[config.mk]
export PLATFORM = sky130hd
export DESIGN_NAME = reg_file_3port
export DESIGN_NICKNAME = d
export VERILOG_FILES = /design/src/rtl/reg_file_pkg.sv /design/src/rtl/reg_file_rdport.sv /design/src/rtl/reg_file_3port.sv
export SDC_FILE = /design/constraint.sdc
export NUM_CORES = 2
export LEC_CHECK = 0
export CAP_MARGIN = 20
export CORE_MARGIN = 2
export CORE_UTILIZATION = 45
export CTS_CLUSTER_SIZE = 28
export DETAILED_ROUTE_END_ITERATION = 10
export GPL_TIMING_DRIVEN = 0
export SLEW_MARGIN = 0
export SYNTH_ARGS = -nofsm -noshare
export SYNTH_HDL_FRONTEND = slang
export SYNTH_SLANG_ARGS = --single-unit
[constraint.sdc]
create_clock -name clk -period 8.9 [get_ports clk]
set_input_delay 2.67 -clock clk [delete_from_list [all_inputs] [get_ports clk]]
set_output_delay 2.67 -clock clk [all_outputs]
set_load 0.02 [all_outputs]
[src/rtl/reg_file_pkg.sv]
// reg_file_pkg: shared constants and types for the three-port register file
package reg_file_pkg;
    localparam int DEFAULT_DATA_W = 32;
    localparam int DEFAULT_NREGS  = 32;
    localparam int ZERO_REG       = 0;
    typedef logic [DEFAULT_DATA_W-1:0] regWord_t;
endpackage

[src/rtl/reg_file_rdport.sv]
// reg_file_rdport: one combinational read port with zero-register mux and optional write bypass
module reg_file_rdport
    import reg_file_pkg::*;
#(
    parameter int DATA_W    = DEFAULT_DATA_W,
    parameter int ADDR_W    = 5,
    parameter int WR_BYPASS = 0
) (
    input  logic [ADDR_W-1:0] ra,
    input  logic [DATA_W-1:0] stored,
    input  logic              we,
    input  logic [ADDR_W-1:0] wa,
    input  logic [DATA_W-1:0] wd,
    output logic [DATA_W-1:0] rd
);
    logic isZero;
    logic hit;
    assign isZero = ra == ADDR_W'(ZERO_REG);
    assign hit    = (WR_BYPASS != 0) && we && (wa == ra);
    assign rd     = isZero ? '0 : hit ? wd : stored;
endmodule

[src/rtl/reg_file_3port.sv]
// reg_file_3port: two async read ports, one sync write port, register 0 reads as zero
module reg_file_3port
    import reg_file_pkg::*;
#(
    parameter int DATA_W    = DEFAULT_DATA_W,
    parameter int NREGS     = DEFAULT_NREGS,
    parameter int ADDR_W    = $clog2(NREGS),
    parameter int WR_BYPASS = 0
) (
    input  logic              clk,
    input  logic              rst_n,
    input  logic              we3,
    input  logic [ADDR_W-1:0] ra1,
    input  logic [ADDR_W-1:0] ra2,
    input  logic [ADDR_W-1:0] wa3,
    input  logic [DATA_W-1:0] wd3,
    output logic [DATA_W-1:0] rd1,
    output logic [DATA_W-1:0] rd2
);
    logic [DATA_W-1:0] regs [NREGS];
    logic writeEn;
    logic bypassEn;
    assign writeEn  = we3 && (wa3 != ADDR_W'(ZERO_REG));
    // bypass is suppressed while reset is held so reads stay zero
    assign bypassEn = we3 && rst_n;
    // async clear of all entries; entry 0 is never written afterwards
    always_ff @(posedge clk or negedge rst_n) begin
        if (!rst_n) begin
            for (int i = 0; i < NREGS; i++) regs[i] <= '0;
        end else if (writeEn) begin
            regs[wa3] <= wd3;
        end
    end
    reg_file_rdport #(.DATA_W(DATA_W), .ADDR_W(ADDR_W), .WR_BYPASS(WR_BYPASS)) port1 (
        .ra(ra1), .stored(regs[ra1]), .we(bypassEn), .wa(wa3), .wd(wd3), .rd(rd1)
    );
    reg_file_rdport #(.DATA_W(DATA_W), .ADDR_W(ADDR_W), .WR_BYPASS(WR_BYPASS)) port2 (
        .ra(ra2), .stored(regs[ra2]), .we(bypassEn), .wa(wa3), .wd(wd3), .rd(rd2)
    );
endmodule

==> results.py <==
metrics = {
    "status": {
        "status": "complete, but fails checks",
        "violations": "negative setup slack",
    },
    "die": {
        "die_x_microns": 351,
        "dieArea_sq_um": 124000,
        "die_h_microns": 351,
        "io_pins": 114,
        "initial_core_util_pct": 45.3,
        "core_area_sq_um": 120000,
        "rows": 127,
    },
    "logic_synthesis": {
        "syn_nets": 3671,
        "ys_types": 33,
        "syn_area_sq_um": 54300,
        "yosysWarnings": 0,
        "synth_seq_cells": 1024,
        "synthArstFlopShare_pct": 100,
        "syn_inst": 3621,
        "syn_area_per_cell_sq_um": 15.0,
        "ys.flop_type": "dfrtp_1",
        "synth_edf_count": 0,
        "seq_area_frac_synth_pct": 47.2,
    },
    "timing": {
        "fin_ws_ns": -0.201,
        "finalCritPeriodShare_pct": 102,
        "slew_violations": 0,
        "finalSetupTns_ns": -0.900,
        "rsz0062_at_grt": "true",
        "setup-violations-final": 14,
        "hold_slack_ns": 0.477,
        "max_slew_margin_pct": 14.7,
        "period_minus_slack_ns": 9.10,
        "worst_slew_pin_slew_ns": 1.28,
        "hold_viol_final": 0,
        "fin_skew_ns": 0,
        "fmax_ghz": 0.110,
    },
    "power": {
        "p_int_mw": 10.2,
        "netSwitchingPower_mw": 4.14,
        "power_frac_seq_pct": 43.2,
        "leakage_nw": 26.4,
        "switching_share_pct": 28.9,
        "p_per_area_nw_per_um2": 231,
        "combinationalPowerShare_pct": 21.9,
        "vdd_ir_drop_max_mv": 0.158,
        "pwr-share-clk_pct": 34.9,
    },
    "placement": {
        "place_congestion": 1.01,
        "io_buffers": 103,
        "dp_hpwl_microns": 158000,
        "post-place-ws_ns": -1.25,
    },
    "critical_path": {
        "crit_family": "buffers and inverters",
        "end_kind": "primary output",
        "path_buf_inv": 6,
        "start_kind": "primary input",
        "path_class": "primary input to primary output",
        "crit_top_cell": "buf_2",
        "cp_max_fo": 10,
        "slowest_delay_ns": 0.78,
        "crit_required_ns": 6.23,
        "arrival_ns": 6.43,
        "cp_slowest_cell": "a311oi_1",
        "crit_chain": "buf_2 -> inv_1 -> buf_2 -> buf_4 -> clkbuf_2 -> o2111ai_1 -> a311oi_1 -> clkdlybuf4s50_1",
    },
    "routing": {
        "drt-vias-per-instance": 6.71,
        "initialDrtViolationCount": 4708,
        "via_count": 37400,
        "drc": 0,
        "wl_microns": 216000,
        "antenna_left": 0,
        "first_pass_iters": 5,
        "routedWlPerCell_microns": 38.8,
    },
    "clock_tree": {
        "clock_latency_ns": 0.70,
        "cts_buffers": 112,
        "cts_max_path_buffers": 3,
        "htree_levels": 3,
        "cts_tree": "built",
        "cts.sinks": 1024,
        "cts.clk_slew.worst_paths_ns": 0.06,
        "root_buffer": "clkbuf_16",
        "cts_hold_buf": 0,
    },
    "global_route": {
        "grt_max_degree": 168,
        "grt_pass1_vias": 37000,
        "grtUsageTotal_pct": 35.3,
        "gr-total-overflow": 0,
        "antenna_found_initial": 9,
        "grt_pass1_wl_microns": 299000,
    },
    "finish": {
        "area.growth.synth_to_final_pct": 14.5,
        "final_common_cell": "mux2_2",
        "final_cell_mix": "mux2_2 (1035), dfrtp_1 (1024), mux4_2 (448), clkbuf_1 (221), buf_2 (129)",
        "top_register": "regs",
        "largest_reg_flops": 1024,
        "top_regs": "regs (1024)",
        "drive_gt1_share_pct": 48.7,
        "nNetsFinal": 3913,
    },
    "job": {
        "max_cap_viol_count": 0,
    },
    "worst_hold_path": {
        "hp-class": "flip-flop to flip-flop",
    },
}
[logic make-up (layout without fill, tap and decap cells)]
kind of cell | Yosys count | after routing | synth area share (%)
flip-flops | 1024 | 1024 | 47.2
AO/OA/AOI/OAI | 367 | 367 | 4.85
multiplexers | 1632 | 1632 | 42.8
AND/OR/NAND/NOR | 163 | 163 | 1.60
buffers and inverters | 435 | 767 | 3.57
other | 0 | 3 | 0
[timing repair]
item,in CTS,in global routing
pin swaps,1,5
resized for setup,65,32
buffers inserted,0,0
endpoints found under the hold margin,0,0
setup endpoints to repair,64,19
[layout make-up]
class                           instances  area [sq um]
Fill cell                           10200         57600
Multi-Input combinational cell       2162         27100
Sequential cell                      1024         25600
Clock buffer                          166          3360
Tap cell                             1612          2020
Buffer                                432          1990
Timing Repair Buffer                  129          1520
Clock inverter                         38           528
Inverter                                2          7.51
Antenna cell                            3          7.51
[routing by layer]
layer / GRT usage (%) / vias to the layer above / wire length (microns)
li1: - / 14500 / -
met1: 48.5 / 20200 / 88300
met2: 49.7 / 2135 / 91500
met3: 11.7 / 543 / 23500
met4: 18.7 / 6 / 12800
met5: 0 / - / 36
[metrics by stage]
| step | instances | instance area [sq um] | total power, mW | utilization (%) |
|---|---|---|---|---|
| floorplan | 3621 | 54300 | 8.11 | - |
| global placement | 5336 | 57400 | 9.20 | 47.9 |
| detailed placement | 5359 | 57800 | 9.28 | 48.3 |
| CTS | 5562 | 62000 | 14.3 | 51.8 |
| global route | 5567 | 62200 | 14.8 | 51.9 |
| finish | 5568 | 62200 | 14.4 | 51.9 |
[path summary, 6_finish.rpt]
kind,startpoint,endpoint,slack (ns),cells past startpoint
min,regs[1013],regs[1013],0.48,1
max in group asynchronous,rst_n,regs[827],4.46,4
min reg2reg,regs[1013],regs[1013],0.48,1
min in group asynchronous,rst_n,regs[4],1.95,1
max,ra1[0],rd1[24],-0.20,8
max reg2reg,regs[900],regs[900],8.07,1
[cells in the mapped netlist, drive strengths merged (3+ instances only)]
cell	n	area, sq um
a211oi	64	480
nand2	47	176
nand4b	3	26.3
a311oi	64	561
or3	3	18.8
nor2b	70	438
mux2i	128	1280
clkbuf	229	862
o2111ai	17	149
buf	204	1070
dfrtp	1024	25600
nand2b	5	31.3
nor3	3	15.0
mux2	1056	11900
a221oi	47	412
nor2	19	71.3
o21ai	111	556
a22oi	64	480
mux4	448	10100
[power groups by stage]
stage / sequential (mW) / clock, mW / combinational [mW]
floorplan: 6.02 / 0 / 2.10
global placement: 6.24 / 0 / 2.96
detailed placement: 6.24 / 0 / 3.03
CTS: 6.16 / 5.03 / 3.07
global route: 6.30 / 5.23 / 3.29
finish: 6.20 / 5.01 / 3.15
Note: power is estimated with default switching activity, not from simulation.
